<file path="src/rtl/uart_pkt_decoder.sv">
// uart_pkt_decoder
//   Receive-side packet layer above uart_rx. Parses framed packets
//   [SYNC][CMD][LEN][PAYLOAD x LEN][CSUM] from the RX byte stream, buffers the
//   payload and releases it as a valid/ready stream only once the checksum has
//   matched. Error conditions are reported as single-cycle pulses, at most one
//   per cycle.
//
//   Build option: define PKT_CRC8_EN to use CRC-8 (poly 0x07, init 0x00, no
//   reflection, no xorout) as the packet checksum instead of the 8-bit XOR.
//
// Ports
//   clk, rst_n        clock, synchronous active-low reset
//   i_rx_data[7:0]    byte from uart_rx
//   i_rx_valid        one-cycle byte strobe (cannot be back-pressured)
//   i_rx_err          framing/parity error qualifying i_rx_valid
//   o_cmd[7:0]        CMD of the packet being drained
//   o_len[7:0]        LEN of the packet being drained
//   o_data[7:0]       payload beat
//   o_valid, i_ready  payload handshake
//   o_last            final payload beat
//   o_err_csum        checksum mismatch pulse
//   o_err_len         LEN==0 or LEN>MAX_LEN pulse
//   o_err_tmo         inter-byte timeout pulse
//   o_err_line        byte received with i_rx_err pulse
//   o_err_drop        byte discarded while draining pulse
//   o_pkt_cnt[15:0]   good-packet counter, wraps
//   o_busy            decoder not idle
//
// state     | meaning
// ----------+-----------------------------------------------
// S_IDLE    | hunting for SYNC_BYTE
// S_CMD     | waiting for the command byte
// S_LEN     | waiting for the length byte
// S_PAYLOAD | storing payload bytes into the buffer
// S_CSUM    | waiting for the checksum byte
// S_DRAIN   | presenting the buffered payload downstream
module uart_pkt_decoder #(
  parameter logic [7:0] SYNC_BYTE   = 8'hA5,
  parameter int         MAX_LEN     = 64,
  parameter int         TIMEOUT_CYC = 65536
) (
  input  logic        clk,
  input  logic        rst_n,
  input  logic [7:0]  i_rx_data,
  input  logic        i_rx_valid,
  input  logic        i_rx_err,
  output logic [7:0]  o_cmd,
  output logic [7:0]  o_len,
  output logic [7:0]  o_data,
  output logic        o_valid,
  input  logic        i_ready,
  output logic        o_last,
  output logic        o_err_csum,
  output logic        o_err_len,
  output logic        o_err_tmo,
  output logic        o_err_line,
  output logic        o_err_drop,
  output logic [15:0] o_pkt_cnt,
  output logic        o_busy
);

  localparam int IW = (MAX_LEN > 1) ? $clog2(MAX_LEN) : 1;
  localparam int TW = (TIMEOUT_CYC > 2) ? $clog2(TIMEOUT_CYC - 1) : 1;
  localparam logic [7:0]    MAX_LEN_B = 8'(MAX_LEN);
  // The counter holds (idle clocks since the last byte) - 1, so the expiry
  // decision is taken on the edge TIMEOUT_CYC-1 clocks after the last strobe.
  localparam logic [TW-1:0] TMO_LAST  = TW'(TIMEOUT_CYC - 2);

  typedef enum logic [2:0] {
    S_IDLE, S_CMD, S_LEN, S_PAYLOAD, S_CSUM, S_DRAIN
  } state_t;

  state_t          r_state, w_next;
  logic [7:0]      r_cmd, r_len, r_sum, r_wr_idx, r_rd_idx;
  logic [15:0]     r_pkt_cnt;
  logic [TW-1:0]   r_tmo_cnt;
  logic [7:0]      r_buf [MAX_LEN];
  logic            r_err_csum, r_err_len, r_err_tmo, r_err_line, r_err_drop;

  logic            w_byte, w_line, w_tmo_exp, w_counting, w_hs, w_len_bad;
  logic            w_err_csum, w_err_len, w_err_tmo, w_err_line, w_err_drop;
  logic [7:0]      w_sum_nxt;

  function automatic logic [7:0] f_sum(input logic [7:0] s, input logic [7:0] b);
    logic [7:0] c;
`ifdef PKT_CRC8_EN
    c = s ^ b;
    for (int i = 0; i < 8; i++) begin
      c = c[7] ? ({c[6:0], 1'b0} ^ 8'h07) : {c[6:0], 1'b0};
    end
`else
    c = s ^ b;
`endif
    return c;
  endfunction

  assign w_byte     = i_rx_valid && !i_rx_err;
  assign w_line     = i_rx_valid && i_rx_err;
  assign w_counting = (r_state == S_CMD) || (r_state == S_LEN) ||
                      (r_state == S_PAYLOAD) || (r_state == S_CSUM);
  // A byte arriving on the expiry cycle takes precedence over the timeout.
  assign w_tmo_exp  = (r_tmo_cnt == TMO_LAST) && !i_rx_valid;
  assign w_hs       = (r_state == S_DRAIN) && i_ready;
  assign w_len_bad  = (i_rx_data == 8'h00) || (i_rx_data > MAX_LEN_B);
  // CMD is the first byte covered by the checksum, so it restarts from zero.
  assign w_sum_nxt  = f_sum((r_state == S_CMD) ? 8'h00 : r_sum, i_rx_data);

  always_comb begin
    w_next     = r_state;
    w_err_csum = 1'b0;
    w_err_len  = 1'b0;
    w_err_tmo  = 1'b0;
    w_err_line = 1'b0;
    w_err_drop = 1'b0;
    case (r_state)
      S_IDLE: begin
        if (w_line)                                   w_err_line = 1'b1;
        else if (w_byte && (i_rx_data == SYNC_BYTE))  w_next = S_CMD;
      end
      S_CMD, S_LEN, S_PAYLOAD, S_CSUM: begin
        if (w_line) begin
          w_err_line = 1'b1;
          w_next     = S_IDLE;
        end else if (w_byte) begin
          case (r_state)
            S_CMD: w_next = S_LEN;
            S_LEN: begin
              if (w_len_bad) begin
                w_err_len = 1'b1;
                w_next    = S_IDLE;
              end else begin
                w_next = S_PAYLOAD;
              end
            end
            S_PAYLOAD: begin
              if (r_wr_idx == r_len - 8'd1) w_next = S_CSUM;
            end
            default: begin
              if (i_rx_data == r_sum) begin
                w_next = S_DRAIN;
              end else begin
                w_err_csum = 1'b1;
                w_next     = S_IDLE;
              end
            end
          endcase
        end else if (w_tmo_exp) begin
          w_err_tmo = 1'b1;
          w_next    = S_IDLE;
        end
      end
      S_DRAIN: begin
        if (i_rx_valid)                         w_err_drop = 1'b1;
        if (w_hs && (r_rd_idx == r_len - 8'd1)) w_next = S_IDLE;
      end
      default: w_next = S_IDLE;
    endcase
  end

  always_ff @(posedge clk) begin
    if (!rst_n) begin
      r_state    <= S_IDLE;
      r_cmd      <= 8'h00;
      r_len      <= 8'h00;
      r_sum      <= 8'h00;
      r_wr_idx   <= 8'h00;
      r_rd_idx   <= 8'h00;
      r_pkt_cnt  <= 16'h0000;
      r_tmo_cnt  <= '0;
      r_err_csum <= 1'b0;
      r_err_len  <= 1'b0;
      r_err_tmo  <= 1'b0;
      r_err_line <= 1'b0;
      r_err_drop <= 1'b0;
    end else begin
      r_state    <= w_next;
      r_err_csum <= w_err_csum;
      r_err_len  <= w_err_len;
      r_err_tmo  <= w_err_tmo;
      r_err_line <= w_err_line;
      r_err_drop <= w_err_drop;

      if (i_rx_valid || !w_counting) r_tmo_cnt <= '0;
      else                           r_tmo_cnt <= r_tmo_cnt + TW'(1);

      if (w_byte) begin
        case (r_state)
          S_CMD: begin
            r_cmd <= i_rx_data;
            r_sum <= w_sum_nxt;
          end
          S_LEN: begin
            if (!w_len_bad) begin
              r_len    <= i_rx_data;
              r_wr_idx <= 8'h00;
              r_sum    <= w_sum_nxt;
            end
          end
          S_PAYLOAD: begin
            r_wr_idx <= r_wr_idx + 8'd1;
            r_sum    <= w_sum_nxt;
          end
          S_CSUM: begin
            if (i_rx_data == r_sum) begin
              r_pkt_cnt <= r_pkt_cnt + 16'd1;
              r_rd_idx  <= 8'h00;
            end
          end
          default: ;
        endcase
      end

      if (w_hs) r_rd_idx <= r_rd_idx + 8'd1;
    end
  end

  // Payload storage needs no reset; every slot read in DRAIN was written first.
  always_ff @(posedge clk) begin
    if ((r_state == S_PAYLOAD) && w_byte) r_buf[r_wr_idx[IW-1:0]] <= i_rx_data;
  end

  assign o_valid    = (r_state == S_DRAIN);
  assign o_data     = o_valid ? r_buf[r_rd_idx[IW-1:0]] : 8'h00;
  assign o_last     = o_valid && (r_rd_idx == r_len - 8'd1);
  assign o_cmd      = r_cmd;
  assign o_len      = r_len;
  assign o_pkt_cnt  = r_pkt_cnt;
  assign o_busy     = (r_state != S_IDLE);
  assign o_err_csum = r_err_csum;
  assign o_err_len  = r_err_len;
  assign o_err_tmo  = r_err_tmo;
  assign o_err_line = r_err_line;
  assign o_err_drop = r_err_drop;

endmodule

</file>
<file path="config.mk">
export PLATFORM = sky130hd
export DESIGN_NAME = uart_pkt_decoder
export DESIGN_NICKNAME = d
export VERILOG_FILES = /design/src/rtl/uart_pkt_decoder.sv
export SDC_FILE = /design/constraint.sdc
export NUM_CORES = 1
export LEC_CHECK = 0
export BUFFER_PORTS_ARGS = -buffer_cell sky130_fd_sc_hd__clkbuf_2
export CAP_MARGIN = 20
export CORE_ASPECT_RATIO = 0.7
export CORE_MARGIN = 2
export CORE_UTILIZATION = 50
export DETAILED_ROUTE_END_ITERATION = 7
export PLACE_DENSITY = 0.62
export SLEW_MARGIN = 20
export SYNTH_ARGS = -nofsm -noshare
export SYNTH_HDL_FRONTEND = slang
export SYNTH_SLANG_ARGS = --single-unit
</file>
<file path="constraint.sdc">
create_clock -name clk -period 4.7 [get_ports clk]
set_input_delay 1.41 -clock clk [delete_from_list [all_inputs] [get_ports clk]]
set_output_delay 1.41 -clock clk [all_outputs]
set_load 0.02 [all_outputs]
</file>
==> summary.md <==
| Metric | Value |
|---|---|
| Run status | `completed` |
| Leading cell types by total area after synthesis | `edfxtp_1, mux4_2, dfxtp_1, nor2_1, xnor2_1` |
| Number of remaining DRC errors | `0` |
| Number of register bits inferred by synthesis | `598` |
| Sw power | `0.00231 W` |
| P&R area growth vs syn | `14.8%` |
| Max-slew violation count | `0` |
| Cts bufs inserted | `56` |
| First-pass GRT wire length | `84700 um` |
| Initial antenna violation count | `2` |
| Hold Vio Cnt, Final | `0` |
| Share of cells above drive strength 1 | `27.2%` |
| Worst setup skew after layout | `0.0178 ns` |
| FMAX | `216 MHz` |
| TritonCTS clock tree | `done` |
| Most common cell after layout, fill and taps aside | `edfxtp_1` |
| Share of flip-flops with an asynchronous set or reset after synthesis | `0%` |
| Yosys Warn Count | `0` |
| Worst min-delay path class | `reg -> reg` |
| Internal power summed over all cells | `0.00857 W` |
| Setup TNS after final layout | `0 ns` |
| Clock transition at the registers of the reported paths | `0.06 ns` |
| Worst path slowest cell | `mux4_2` |
| Mapped Nets | `1369` |
| Clock network power share | `42.0%` |
| Largest net degree at the start of global routing | `68` |
| Cell Count Post-Placement | `2062` |
| Number of global-route vias before repair | `12600` |
| Maximum clock path buffer count | `3` |
| Setup repair after global routing missed its margin | `no` |
| Post-synthesis cell area | `24000 um2` |
| Antenna diode instance count | `0` |
| Crit Path Category | `reg -> out` |
| Leakage power of the design | `8.71 nW` |
| Die H | `187 um` |
| Number of synthesized flops with an enable pin | `512` |
| Combinational cell fraction of total power | `4.7%` |
| Aggregate routed wire length | `56800 um` |
| Effective utilization at floorplan | `50.4%` |
| Die area | `49800 um2` |
| Overall power of the completed layout | `0.0109 W` |
| Critical hold path startpoint | `o_cmd[3]$_SDFFE_PN0P_` |
| Root cell of the clock tree | `clkbuf_16` |
| Part of the Yosys area used for sequential elements | `71.2%` |
| Post-synthesis cell count | `1350` |
| Final worst path period share | `98.5%` |
| WP data arrival | `3.22 ns` |
| Leading cell types in the layout, fill and taps excluded | `edfxtp_1, mux4_2, nor2_1` |
| HPWL after DPL | `36400 um` |
| Type of destination of the critical path | `primary output` |
| Library cell occupying the most area in the post-synthesis netlist | `edfxtp_1` |
| Proportion of power drawn by flip-flops and latches | `53.4%` |
| Slew of the pin with the lowest slew margin | `0.933 ns` |
| Global-route usage over all layers | `23.3%` |
| Io pins | `61` |
| Overall via count from detail_route | `12900` |
| Reg-to-Reg Start | `o_len[0]$_SDFFE_PN0P_` |
| Mean instance size in the synthesized netlist | `17.8 um2` |
| Share of the synthesized area in the top cell type | `64.0%` |
| Number of search-and-repair iterations in the first detailed-routing pass | `5` |
| Post-layout minimum cycle time | `4.63 ns` |
| Worst path most repeated cell | `mux4_2` |
| FF-to-FF setup slack | `1.67 ns` |
| Hold-critical path depth | `2` |
| Number of levels the H-tree was split into | `2` |
| Number of standard cells in the final layout excluding fillers | `2171` |
| Max cap viols | `0` |
| Average vias per placed instance | `5.96` |
| Worst max-slew margin expressed relative to the limit | `37.8%` |
| Area inside the core boundary | `47600 um2` |
| Final weighted congestion of routability-driven global placement | `0.812` |
| Number of standard-cell rows in the floorplan | `67` |
| Worst R2R End | `r_state[2]$_SDFFE_PN0P_` |
| Slowest cell delay on critical path | `0.52 ns` |
| Hold Crit Endpoint | `o_cmd[3]$_SDFFE_PN0P_` |
| Worst slack at placement | `0.544 ns` |
| Avg WL per Cell | `26.2 um` |
| Number of failing setup endpoints in the final timing report | `0` |
| Worst-skew pair later-pin latency | `0.60 ns` |
| Number of clock sinks | `598` |
| Cells on worst reg2reg path | `8` |
| Most instantiated flip-flop cell in the synthesis netlist | `edfxtp_1` |
| Grt ovf | `0` |
| Nets | `1522` |
| Die outline width | `266 um` |
| Number of antenna-violating nets in the routed design | `0` |
| Power Dens Cells | `395 nW/um2` |
| Net Sw Frac | `21.2%` |
| Type of element launching the critical path | `flop` |
| Synth unique cells | `63` |
| Count of buffers inserted at the top-level ports | `60` |
| Required time worst endpoint | `3.29 ns` |
| Highest net fanout along the worst path | `22` |
| Final worst-path setup slack | `0.0693 ns` |
| Worst VDD drop | `0.293 mV` |
| Count of hold buffers inserted by post-cts repair | `0` |
| Critical path cell sequence | `buf_4 > mux4_2 > mux4_2 > mux2i_1 > o22ai_1 > clkbuf_2` |
| Initial detailed-routing violation count | `1422` |
==> worst max path at each step <==
stage	startpoint	end	slack, ns	cells after the start
2_1_floorplan	flop	o_data[0]	0.84	6
3_3_place_gp	flop	o_data[2]	0.53	6
3_5_place_dp	flop	o_data[2]	0.54	6
4_1_cts	flop	o_data[4]	0.05	7
5_1_grt	flop	o_data[7]	0.002	6
6_report	flop	o_data[7]	0.07	6
==> layer usage <==
layer | global-route usage (%) | share of wire, %
met2 | 32.4 | 43
met3 | 4.96 | 7.9
met4 | 5.83 | 2.3
met5 | 0 | 0
met1 | 37.5 | 47
==> layout make-up <==
| type | count | area [um2] |
|---|---|---|
| multi-input cells | 670 | 6590 |
| repair buffers | 166 | 1210 |
| fillers | 3601 | 20000 |
| clock inverters | 41 | 413 |
| inverters | 11 | 41.3 |
| clock buffers | 64 | 1430 |
| flip-flops and latches | 598 | 17100 |
| well taps | 621 | 777 |
==> worst max-delay path, delay by kind of cell (launching register included) <==
family / cells / cell delay, ns
multiplexers: 3 / 1.31
flip-flops: 1 / 0.49
buffers and inverters: 2 / 0.58
AO/OA/AOI/OAI: 1 / 0.22
==> Yosys cell counts (4+ instances only) <==
cell type,n
a21oi_1,28
nand2_1,57
inv_1,10
or3_1,8
dfxtp_1,86
a31oi_1,4
nand2b_1,6
nand3b_1,4
nand3_1,40
o22ai_1,8
xor2_1,25
edfxtp_1,512
nor2b_1,4
o21ai_0,13
clkbuf_1,43
or4_1,4
buf_1,21
mux4_2,160
nor2_1,143
ha_1,6
a211oi_1,4
and2_1,6
buf_2,4
and3_1,9
mux2i_1,23
nor3_1,11
xnor2_1,41
nor4_1,10
nand4_1,14
==> power groups by stage <==
stage | clock network, W | logic, W | registers, W
2_1_floorplan | 0 | 0.000295 | 0.00591
3_5_place_dp | 0 | 0.000502 | 0.00592
6_report | 0.00457 | 0.000508 | 0.00581
4_1_cts | 0.00466 | 0.000512 | 0.00580
3_3_place_gp | 0 | 0.000494 | 0.00592
5_1_grt | 0.00486 | 0.000557 | 0.00581
==> metrics by stage <==
step | util [%] | hold slack (ns) | instance area, um2
after floorplan | - | 0.430 | 24000
after global placement | 53.9 | 0.441 | 25700
after detailed placement | 53.9 | 0.453 | 25700
after CTS | 57.9 | 0.463 | 27600
after global routing | 57.9 | 0.492 | 27600
final | 57.9 | 0.461 | 27600
==> state kept, by name, indices dropped and copies added (netlist names), named ones only <==
register    cells
r_sum           8
r_rd_idx        8
o_err_tmo       1
o_err_line      1
o_len           8
o_err_csum      1
o_pkt_cnt      16
r_tmo_cnt      16
r_wr_idx        8
o_err_len       1
r_state         3
o_err_drop      1
o_cmd           8
r_buf         512
==> repair_timing <==
action,in CTS,in global routing
resized for setup,0,1
gates cloned,0,0
buffers inserted,4,0
endpoints found under the setup margin,7,1
==> cells by family after synthesis <==
family                   after synthesis  synth area share, %
buffers and inverters                 82                 1.38
flip-flops                           598                 71.2
adder cells (fa/ha/maj)                6                0.313
XOR/XNOR                              66                 2.41
multiplexers                         183                 16.0
AO/OA/AOI/OAI                         78                 2.06
AND/OR/NAND/NOR                      337                 6.70
Power figures use the tool's default switching activity.
